`config.mk`:
```
export PLATFORM = sky130hd
export DESIGN_NAME = issue_select
export DESIGN_NICKNAME = d
export VERILOG_FILES = /design/src/rtl/issue_select_pkg.sv /design/src/rtl/issue_select_priority_select.sv /design/src/rtl/issue_select.sv
export SDC_FILE = /design/constraint.sdc
export NUM_CORES = 1
export LEC_CHECK = 0
export BUFFER_PORTS_ARGS = -buffer_cell sky130_fd_sc_hd__buf_2
export CORE_AREA = 2 2 92 67
export DETAILED_ROUTE_END_ITERATION = 10
export DIE_AREA = 0 0 94 69
export PLACE_DENSITY = 0.78
export SLEW_MARGIN = 20
export SYNTH_ARGS = -nofsm -noshare
export SYNTH_HDL_FRONTEND = slang
export SYNTH_HIERARCHICAL = 1
export SYNTH_SLANG_ARGS = --single-unit
```
`constraint.sdc`:
```
create_clock -name clk_ni -period 8.85 [get_ports clk_ni]
set_input_delay 1.77 -clock clk_ni [delete_from_list [all_inputs] [get_ports clk_ni]]
set_output_delay 1.77 -clock clk_ni [all_outputs]
set_load 0.005 [all_outputs]
```
`src/rtl/issue_select_pkg.sv`:
```
// Shared definitions for the issue-select block: output buffer occupancy states.
package issue_select_pkg;

  typedef enum logic [1:0] {
    EMPTY = 2'd0,
    ONE   = 2'd1,
    FULL  = 2'd2
  } occ_e;

endpackage

```
`src/rtl/issue_select_priority_select.sv`:
```
// Oldest-first select: the lowest-index request wins; returns one-hot grant and index.
module priority_select #(
  parameter int unsigned Size  = 16,
  localparam int unsigned Width = $clog2(Size)
) (
  input  logic [Size-1:0]  req,
  output logic [Size-1:0]  grant,
  output logic [Width-1:0] idx,
  output logic             found
);

  always_comb begin
    grant = '0;
    idx   = '0;
    found = 1'b0;
    for (int i = 0; i < int'(Size); i++) begin
      if (req[i] && !found) begin
        grant[i] = 1'b1;
        idx      = Width'(i);
        found    = 1'b1;
      end
    end
  end

endmodule

```
`src/rtl/issue_select.sv`:
```
// Picks the oldest ready queue slot and feeds it through a two-entry (head + skid)
// buffer to the execution unit. All state updates on the falling edge of clk_ni.
module issue_select
  import issue_select_pkg::*;
#(
  parameter int unsigned Size  = 16,
  parameter type         T     = logic,
  localparam int unsigned Width = $clog2(Size)
) (
  input  logic            clk_ni,
  input  logic            rst_i,
  input  logic [Width:0]  size_i,
  input  T                entries_i [Size],
  input  logic [Size-1:0] ready_i,
  input  logic            flush_i,
  output logic [Size-1:0] pop_o,
  output logic            issue_valid_o,
  input  logic            issue_ready_i,
  output T                issue_data_o,
  output logic [31:0]     issue_count_o
);

  occ_e             state, state_next;
  T                 head_q, skid_q;
  logic [Size-1:0]  eligible;
  logic [Size-1:0]  grant;
  logic [Width-1:0] sel_idx;
  logic             found;
  logic             handshake, xfer, take;
  logic             head_load, head_from_skid, skid_load;

  always_comb begin
    eligible = '0;
    for (int i = 0; i < int'(Size); i++) begin
      eligible[i] = ready_i[i] && ((Width+1)'(i) < size_i);
    end
  end

  priority_select #(.Size(Size)) u_select (
    .req   (eligible),
    .grant (grant),
    .idx   (sel_idx),
    .found (found)
  );

  assign issue_valid_o = (state != EMPTY);
  assign issue_data_o  = head_q;
  assign handshake     = issue_valid_o && issue_ready_i;
  // Flush and reset both squash the handshake so no issue is counted.
  assign xfer          = handshake && !flush_i && !rst_i;
  assign take          = found && !flush_i && !rst_i && ((state != FULL) || handshake);
  assign pop_o         = take ? grant : '0;

  always_comb begin
    state_next     = state;
    head_load      = 1'b0;
    head_from_skid = 1'b0;
    skid_load      = 1'b0;
    if (rst_i || flush_i) begin
      state_next = EMPTY;
    end else begin
      unique case (state)
        EMPTY: begin
          if (take) begin
            state_next = ONE;
            head_load  = 1'b1;
          end
        end
        ONE: begin
          if (xfer && take) begin
            head_load = 1'b1;
          end else if (xfer) begin
            state_next = EMPTY;
          end else if (take) begin
            state_next = FULL;
            skid_load  = 1'b1;
          end
        end
        FULL: begin
          if (xfer) begin
            head_load      = 1'b1;
            head_from_skid = 1'b1;
            if (take) begin
              skid_load = 1'b1;
            end else begin
              state_next = ONE;
            end
          end
        end
        default: state_next = EMPTY;
      endcase
    end
  end

  always_ff @(negedge clk_ni) begin
    if (rst_i) begin
      state <= EMPTY;
    end else begin
      state <= state_next;
    end
  end

  // Data registers carry no reset; occupancy alone decides what is valid.
  always_ff @(negedge clk_ni) begin
    if (head_load) begin
      head_q <= head_from_skid ? skid_q : entries_i[sel_idx];
    end
    if (skid_load) begin
      skid_q <= entries_i[sel_idx];
    end
  end

  always_ff @(negedge clk_ni) begin
    if (rst_i) begin
      issue_count_o <= '0;
    end else if (xfer) begin
      issue_count_o <= issue_count_o + 32'd1;
    end
  end

endmodule

```
* After elaboration in Yosys (flattened, before gate mapping)
Index checks and enable logic that the tools add are counted.
Widths: inputs -> output; s select.
** Word-level totals
- Bits in registers :: 36
- Output and inout port bits :: 50
** Cells by class
- Add/subtract/negate cells :: 1
- Magnitude comparators :: 17
- Eq/ne operators :: 8
- Multiplexer cells :: 70
- Bitwise operators :: 1
- Reduce and logical (&&, ||, !) cells :: 61
** Operators by type and width (count)
- $mux 1 :: 45
- $lt 4x5->1 const A :: 8
- $logic_and 1x1->1 :: 38
- $add 32x1->32 const B :: 1
- $mux 4 :: 8
- $lt 3x5->1 const A :: 4
- $logic_not 1->1 :: 17
- $mux 16 :: 1
- $mux 2 :: 8
- $mux 3 :: 4
- $lt 1x5->1 const A :: 2
- $lt 2x5->1 const A :: 2
- $ne 2x2->1 const B :: 5
- $pmux 2 s3 :: 1
- $ge 5x5->1 const B :: 1
- $not 4->5 :: 1
- $reduce_and 5->1 :: 1
- $bmux 1 s4 :: 1
- $ne 3x3->1 const B :: 1
- $pmux 1 s3 :: 1
- $eq 2x1->1 const B :: 1
- $eq 2x2->1 const B :: 1
- $logic_not 2->1 :: 1
- $logic_or 1x1->1 :: 2
- 3 further kinds :: 3

* Longest topological paths before layout
- Word-level depth :: 56
- Depth in mapped cells :: 13
- Depth with buffers taken out :: 12

* Hierarchy
The synthesis kept the hierarchy.
** By module, submodules not included
- issue_select :: instances 1, cells an instance 286, area an instance 2363.5 um^2, sequential area each 740.7 um^2
- priority_select :: instances 1, cells an instance 50, area an instance 357.8 um^2, sequential area each 0.0 um^2

==> impl_metrics.toml <==
[sta]
rsz0062_at_grt = "yes"
setup_viol = 1
tns_ns = -0.0864
relSlewSlack_pct = 64.8
fin_ws_ns = -0.0864
finalHoldViolations = 0
slew_violations = 0
holdWs_ns = 0.502
finClkSkew_ns = 0.0347
worstMarginPinSlew_ns = 0.523

[setup_path]
worst-path-buf-inv = 1
cp.required_ns = 4.51
cp_common_cell = "mux2i_1"
reg2reg_slack_ns = 5.87
max_stage_delay_ns = 0.61
end_kind = "register"
cp-start-kind = "primary input"
cp_cell_sequence = "buf_12, nor2_4, nand2_2, o21a_1, or4_4, nor4_4, and3b_1, nand4b_1, mux4_2, mux2i_1, mux2i_1, mux2_4"
crit_path_top_delay_cell = "or4_4"
arrival_ns = 4.60
cp_max_fo = 6
critical_path_class = "in2reg"
crit_family = "simple AND/OR/NAND/NOR gates"

[cts]
cts.reportedPaths.clkPinSlew_ns = 0.03
numCtsBuffers = 5
postCtsHoldBufs = 0
clk_latency_ns = 0.38
cts-root-buf = "clkbuf_8"
clockBufferDepth = 2
clock-sinks = 36
cts_tree = "yes"
h-tree-depth = 2

[outcome]
status = "finished, violations left"
violations = "setup timing"

[placed_design]
place.gp.congestion = 0.907
portBuffers = 90
dp_cells = 521
post_dp_cell_area_sq_um = 3460
place_hpwl_um = 5820
post-place-ws_ns = -0.432

[cells_and_area]
fillers = 480
final_common_cell = "buf_2"
layout.area.seq_sq_um = 741
nNetsFinal = 538
n_antenna_cell = 0
utilization_pct = 67.3
multi_input_area_sq_um = 1880
layout.cells.non_filler = 567
drive_gt1_share_pct = 33.3
layout_common_cells = "buf_2, inv_1, buf_4"
post-route-cell-area_sq_um = 3780
area_growth_syn_to_layout_pct = 38.8

[routing]
vias_per_cell = 5.60
drc = 0
wl_per_cell_um = 13.8
wirelength_um = 7800
drt_iter0_drc = 175
ant_nets = 0
drtPass1Iterations = 5
vias = 3176

[logic_synthesis]
synth_top_area_cell = "dfxtp_1"
yosysTopAreaCellShare_pct = 25.0
yosys_warnings = 6
yosys-top-cells-area = "dfxtp_1, and2_1, nor2_1"
synth_cells = 336
synth_edf_count = 2
ys.flop_type = "dfxtp_1"
synth-seq-cells = 36
yosysSeqAreaShare_pct = 27.2
async_flop_share_pct = 0
synthesis.area_sq_um = 2720
synth_cell_types = 57
synth_nets = 383
syn_avg_cell_area_sq_um = 8.10

[floorplanning]
rows = 23
initial_core_util_pct = 48.5
chipHeight_um = 69
dieArea_sq_um = 6490
core-area_sq_um = 5610
ios = 91
die_w_um = 94

[worst_hold_path]
hp-class = "reg2reg"

[grt]
grt_remaining_overflow = 0
grt_pass1_vias = 2931
grt_use_total_pct = 23.8
grt_pass1_wl_um = 12700
antenna_found_initial = 0
grt_max_degree = 38

[power_and_ir_drop]
swShare_pct = 31.9
clkPwrFrac_pct = 47.3
total_power_uw = 456
power.internal_uw = 310
powerDensity_nw_per_um2 = 121
share_comb_of_total_power_pct = 16.1
switching_power_uw = 145
ir_drop_mv = 0.0619
seqPwrFrac_pct = 36.6
leakage_nw = 1.78

[job]
drv_cap = 0
[state kept, by name (all words and copies together) (netlist names)]
name / cells
state: 2
issue_data_o: 1
issue_count_o: 32
skid_q: 1
[kinds of logic after synthesis]
| kind of cell | Yosys count | synth area share (%) |
|---|---|---|
| AND/OR/NAND/NOR | 180 | 39.3 |
| AO/OA/AOI/OAI | 63 | 15.3 |
| flip-flops | 36 | 27.2 |
| buffers and inverters | 28 | 5.10 |
| multiplexers | 16 | 8.05 |
| XOR/XNOR | 7 | 2.25 |
| adder cells (fa/ha/maj) | 6 | 2.76 |
[per-layer routing]
layer	GRT usage, %	share of wire [%]	vias up
met3	7.98	8.0	8
met1	32.8	46	1473
li1	-	-	1550
met2	35.6	45	145
met5	0	0	-
met4	6.44	0.60	0
[area by class of cell]
class                      instances  share of cell area (%)
clock buffer                       5                    1.82
clock inverter                    39                    4.77
inverter                          10                   0.994
multi-input combinational        272                    49.7
sequential                        36                    19.6
tap                               75                    2.48
timing repair buffer             130                    20.7
[cell usage after synthesis, types with 3 or more instances]
cell	count
or3_1	7
or4_1	10
nand3_1	12
o21a_1	6
and4_1	5
a21oi_1	19
and2_1	24
inv_1	11
and3_1	6
buf_6	4
clkbuf_1	11
ha_1	6
nor3_1	4
xnor2_1	5
dfxtp_1	34
nor4_1	11
and3b_1	3
mux2_1	4
nand4_1	7
nor2b_1	14
mux2_2	3
mux2i_1	5
o31ai_1	7
o21ai_0	12
mux4_2	4
nand2b_1	3
a21boi_0	5
nor2_1	30
nand2_1	28
[worst paths after layout]
| path | startpoint | to | depth (start not counted) |
|---|---|---|---|
| max | size_i[4] | issue_data_o | 12 |
| min | issue_count_o[28] | issue_count_o[28] | 1 |
| max reg2reg | state[1] | issue_count_o[31] | 6 |
| min reg2reg | issue_count_o[28] | issue_count_o[28] | 1 |
[power groups by stage]
stage	clock network [mW]	registers (mW)	logic, mW
global route	0.243	0.166	0.0801
finish	0.216	0.167	0.0734
global placement	0.0255	0.169	0.0676
floorplan	0.0255	0.169	0.0409
CTS	0.221	0.167	0.0695
detailed placement	0.0255	0.169	0.0690
[repair_timing]
action	CTS	global route
buffers inserted	0	3
pin swaps	1	7
gates resized for setup	0	17
endpoints found under the setup margin	1	1
Power figures use the tool's default switching activity.
